`src/rtl/systolic_feed_ctrl.sv`:
```
// rtl/systolic_feed_ctrl.sv - skewed read sequencer feeding the systolic PE array row FIFOs
module systolic_feed_ctrl #(
   parameter int ROWS  = 4,
   parameter int CNTW  = 5,
   parameter int DRAIN = 4
) (
   input  logic            clk,
   input  logic            rstn,
   input  logic            start,
   input  logic [CNTW-1:0] k_len,
   input  logic [ROWS-1:0] buf_empty,
   output logic [ROWS-1:0] buf_read,
   output logic [ROWS-1:0] pe_valid,
   output logic            busy,
   output logic            stall,
   output logic            done
);

   localparam int TW = CNTW + 4;
   localparam int DW = $clog2(DRAIN + 1);

   typedef enum logic [1:0] {IDLE, FEED, DRAIN_S, DONE} state_t;

   state_t          state;
   logic [TW-1:0]   t;
   logic [CNTW-1:0] kl;
   logic [DW-1:0]   dc;
   logic [ROWS-1:0] want;
   logic [TW-1:0]   last_t;
   logic            blocked;

   assign last_t = TW'(kl) + TW'(ROWS) - TW'(2);

   // Row r is inside its window on wavefront cycles r .. r+kl-1.
   always_comb begin
      want = '0;
      if (state == FEED) begin
         for (int r = 0; r < ROWS; r++) begin
            want[r] = (t >= TW'(r)) && (t < TW'(r) + TW'(kl));
         end
      end
   end

   // Any blocked row freezes every row so the diagonal skew survives underflow.
   assign blocked  = |(want & buf_empty);
   assign stall    = blocked;
   assign buf_read = blocked ? '0 : want;
   assign pe_valid = buf_read;

   always_ff @(posedge clk) begin
      if (!rstn) begin
         state <= IDLE;
         t     <= '0;
         kl    <= '0;
         dc    <= '0;
         busy  <= 1'b0;
         done  <= 1'b0;
      end else begin
         case (state)
            IDLE: begin
               done <= 1'b0;
               if (start) begin
                  if (k_len != '0) begin
                     kl    <= k_len;
                     t     <= '0;
                     busy  <= 1'b1;
                     state <= FEED;
                  end else begin
                     done  <= 1'b1;
                     state <= DONE;
                  end
               end
            end
            FEED: begin
               if (!blocked) begin
                  t <= t + TW'(1);
                  if (t == last_t) begin
                     dc    <= '0;
                     state <= DRAIN_S;
                  end
               end
            end
            DRAIN_S: begin
               if (dc == DW'(DRAIN - 1)) begin
                  busy  <= 1'b0;
                  done  <= 1'b1;
                  state <= DONE;
               end else begin
                  dc <= dc + DW'(1);
               end
            end
            DONE: begin
               done  <= 1'b0;
               state <= IDLE;
            end
            default: state <= IDLE;
         endcase
      end
   end

endmodule

```
`config.mk`:
```
export PLATFORM = sky130hd
export DESIGN_NAME = systolic_feed_ctrl
export DESIGN_NICKNAME = d
export VERILOG_FILES = /design/src/rtl/systolic_feed_ctrl.sv
export SDC_FILE = /design/constraint.sdc
export NUM_CORES = 1
export LEC_CHECK = 0
export BUFFER_PORTS_ARGS = -buffer_cell sky130_fd_sc_hd__buf_2
export CELL_PAD_IN_SITES_DETAIL_PLACEMENT = 2
export CELL_PAD_IN_SITES_GLOBAL_PLACEMENT = 2
export CORE_AREA = 4 4 82 84
export DETAILED_ROUTE_END_ITERATION = 6
export DIE_AREA = 0 0 86 88
export GPL_TIMING_DRIVEN = 0
export PLACE_DENSITY = 0.78
export SYNTH_ARGS = -nofsm -noshare
export SYNTH_HDL_FRONTEND = slang
export SYNTH_SLANG_ARGS = --single-unit
```
`constraint.sdc`:
```
create_clock -name clk -period 3 [get_ports clk]
set_input_delay 0 -clock clk [delete_from_list [all_inputs] [get_ports clk]]
set_output_delay 0 -clock clk [all_outputs]
set_load 0.02 [all_outputs]
```
==> impl_metrics.py <==
metrics = {
    "floorplanning": {
        "initial_utilization_pct": 34.4,
        "rows": 28,
        "core-area_um2": 5920,
        "die_y_um": 88,
        "dieArea_um2": 7570,
        "top_level_ports": 23,
        "horizontal_die_dimension_um": 86,
    },
    "outcome": {
        "status": "finished clean",
    },
    "synthesis": {
        "synthesis.area_um2": 2030,
        "ys_ff_latch": 21,
        "synth_ff_type": "sky130_fd_sc_hd__dfxtp_1",
        "synthesis.instances": 247,
        "avgSynthCellArea_um2": 8.24,
        "yosysSeqAreaShare_pct": 20.7,
        "synth_async_sr_flop_share_pct": 0,
        "synth_warnings": 0,
        "synth_cell_type_count": 51,
        "synth_edf_count": 0,
        "post_syn_nets": 293,
    },
    "sta": {
        "period_needed_ns": 2.83,
        "finalHoldViolations": 0,
        "setup_ws_ns": 0.168,
        "slew_headroom_pct": 61.0,
        "finClkSkew_ns": 0.0107,
        "slew_viol_final": 0,
        "whs_ns": 0.00790,
        "min_period_over_period_pct": 94.4,
        "worst_slew_pin_slew_ns": 0.585,
        "final-setup-viol-count": 0,
        "clock.fmax_mhz": 353,
    },
    "hold_path": {
        "whs_path_depth": 3,
        "hold_path_class": "in2reg",
    },
    "layout": {
        "register_area_um2": 425,
        "final.fill_count": 702,
        "area_growth_pct": 17.5,
        "stdcell_count": 354,
        "num_antenna_cells": 0,
        "layout.core_utilization_pct": 40.4,
        "drive_above_1_share_pct": 24.7,
        "finalNetCount": 326,
        "multi_input_comb_area_um2": 1550,
    },
    "routing": {
        "drc_errors": 0,
        "drt_first_pass_iters": 4,
        "drtAntennaViolNets": 0,
        "drt-initial-drc-count": 33,
        "route.vias.total": 1939,
        "drt_wl_total_um": 6580,
        "highest-signal-layer": "met4",
        "met3_length_um": 183,
        "wire_length_per_cell_um": 18.6,
        "via_to_cell_ratio": 5.48,
        "dr_wl_met2_um": 3380,
        "routedLengthMet1_um": 2990,
    },
    "worst_setup_path": {
        "type_of_element_launching_the_critical_path": "flop",
        "timing.critical_path.to_type": "primary output",
        "cp.arrival_ns": 2.83,
        "worst-path-max-fanout": 6,
        "worst-setup-path-type": "reg2out",
        "r2r.worst_path.cells": 11,
        "worstPathRequired_ns": 3.00,
    },
    "job": {
        "maximum_capacitance_violations": 0,
    },
    "global_routing": {
        "grt_pass1_vias": 2179,
        "grt_max_degree": 13,
        "global_route_wire_length_before_repair_um": 10800,
        "remaining_global_route_overflow": 0,
        "antenna_violations_before_repair": 0,
        "grtUsageTotal_pct": 17.9,
    },
    "place": {
        "post-place-cells": 344,
        "numPortBuffers": 22,
        "detailedPlacementHpwl_um": 5000,
        "placement.setup.worst_slack_ns": -0.177,
        "finalWeightedCongestion": 0.805,
    },
    "cts": {
        "clk_path_buf_depth": 2,
        "tritoncts_clock_tree": "done",
        "numClockSinks": 21,
        "clkTransAtPathRegs_ns": 0.08,
        "holdBufCountCts": 0,
        "clk_latency_ns": 0.26,
        "tritoncts.num_buffers": 3,
        "buffer_type_at_the_clock_tree_root": "sky130_fd_sc_hd__clkbuf_8",
        "cts_htree_levels": 1,
    },
    "power": {
        "power_w": 0.00123,
        "power.ir.vdd_worst_uv": 343,
        "p_leak_nw": 0.995,
        "power-per-cell-area_nw_per_um2": 516,
    },
}
## logic make-up (layout without fill, tap and decap cells)
kind of cell	after synthesis	count (layout)	synth area share [%]
buf+inv	26	58	5.90
compound gates	59	59	22.0
flops	21	21	20.7
fa+ha+maj	34	34	20.9
mux	7	7	3.51
xor+xnor	8	8	3.44
simple gates	92	92	23.6
## worst max-delay path, cell delays in order (launching register included)
cell and delay [ns]:
sky130_fd_sc_hd__dfxtp_1 0.37, sky130_fd_sc_hd__clkbuf_2 0.22, sky130_fd_sc_hd__nand3_1 0.12, sky130_fd_sc_hd__xnor2_1 0.14, sky130_fd_sc_hd__ha_1 0.29, sky130_fd_sc_hd__nand4b_1 0.14
sky130_fd_sc_hd__nor2_1 0.22, sky130_fd_sc_hd__o311ai_2 0.13, sky130_fd_sc_hd__a32oi_2 0.28, sky130_fd_sc_hd__buf_6 0.16, sky130_fd_sc_hd__nand2_2 0.11, sky130_fd_sc_hd__nor2_4 0.13
sky130_fd_sc_hd__buf_4 0.11, sky130_fd_sc_hd__buf_2 0.15
## per-stage QoR
| stage | instance area [um2] | setup TNS [ns] |
|---|---|---|
| 3_3_place_gp | 2240 | -0.0248 |
| 5_1_grt | 2390 | -0.429 |
| 4_1_cts | 2300 | 0 |
| 3_5_place_dp | 2240 | -0.856 |
| 2_1_floorplan | 2030 | 0 |
| 6_report | 2390 | 0 |
## area by class of cell
cell class / count / share of cell area, %
Multi-Input combinational cell: 200 / 64.6
Sequential cell: 21 / 17.8
Timing Repair Buffer: 29 / 6.80
Tap cell: 75 / 3.92
Buffer: 10 / 2.56
Inverter: 15 / 2.35
Clock buffer: 3 / 1.73
Clock inverter: 1 / 0.209
## cell usage after synthesis (2+ instances only)
library cell	n	area share (%)
sky130_fd_sc_hd__clkbuf_1	6	1.1
sky130_fd_sc_hd__a31o_2	5	2.2
sky130_fd_sc_hd__or4_1	2	0.74
sky130_fd_sc_hd__ha_1	34	21
sky130_fd_sc_hd__nor2_1	22	4.1
sky130_fd_sc_hd__mux2i_1	6	3.0
sky130_fd_sc_hd__dfxtp_1	21	21
sky130_fd_sc_hd__o21ai_0	10	2.5
sky130_fd_sc_hd__nand2_1	28	5.2
sky130_fd_sc_hd__a211oi_1	4	1.5
sky130_fd_sc_hd__nand4_1	2	0.61
sky130_fd_sc_hd__buf_4	4	1.5
sky130_fd_sc_hd__or3_1	3	0.92
sky130_fd_sc_hd__a21oi_1	14	3.4
sky130_fd_sc_hd__o41ai_2	2	1.6
sky130_fd_sc_hd__nand3_1	13	3.2
sky130_fd_sc_hd__o31ai_1	2	0.74
sky130_fd_sc_hd__nor3_1	3	0.74
sky130_fd_sc_hd__nor2b_1	2	0.61
sky130_fd_sc_hd__a32oi_1	2	0.86
sky130_fd_sc_hd__xnor2_1	7	3.0
sky130_fd_sc_hd__a21o_1	3	1.1
sky130_fd_sc_hd__a21oi_2	2	0.86
sky130_fd_sc_hd__nand2b_1	5	1.5
sky130_fd_sc_hd__nand3b_1	2	0.74
sky130_fd_sc_hd__o21a_1	4	1.5
sky130_fd_sc_hd__inv_1	15	2.8
## placed cells by master, fill, tap and decap left out, types with 5 or more instances in the layout
cell type,n
sky130_fd_sc_hd__o21ai_0,10
sky130_fd_sc_hd__nand2b_1,5
sky130_fd_sc_hd__ha_1,33
sky130_fd_sc_hd__buf_2,22
sky130_fd_sc_hd__nand3_1,13
sky130_fd_sc_hd__a31o_2,5
sky130_fd_sc_hd__dfxtp_1,19
sky130_fd_sc_hd__nand2_1,27
sky130_fd_sc_hd__xnor2_1,7
sky130_fd_sc_hd__a21oi_1,14
sky130_fd_sc_hd__buf_4,11
sky130_fd_sc_hd__mux2i_1,6
sky130_fd_sc_hd__nor2_1,18
sky130_fd_sc_hd__inv_1,15
## flip-flops by register name, summed over array words and instances, names as in the netlist
register  flops
t             9
kl            5
dc            3
state         2
busy          1
done          1
## worst paths after layout
| path | startpoint | end | slack [ns] |
|---|---|---|---|
| worst max-delay path | kl[2] | pe_valid[2] | 0.17 |
| worst min-delay path | k_len[3] | kl[3] | 0.008 |
| worst max register to register | kl[1] | state[1] | 0.27 |
| worst min register to register | dc[2] | dc[2] | 0.46 |
## power breakdown
part	switching, W	total [W]	internal, W
Clock	0.0000991	0.000192	0.0000926
Sequential	0.0000429	0.000353	0.000310
Combinational	0.000419	0.000689	0.000271
## metal layers
| layer | global-route usage (%) | vias up |
|---|---|---|
| li1 | - | 956 |
| met1 | 21.9 | 953 |
| met2 | 33.0 | 28 |
| met3 | 2.54 | 2 |
| met4 | 3.88 | 0 |
| met5 | 0 | - |
## timing repair
action                                  in CTS  in global routing
gates resized for setup                      5                 13
gates cloned                                 0                  0
endpoints found under the setup margin      22                 13
pin swaps                                    1                  2
setup buffers                                1                  6
(Power assumes the default switching activity.)
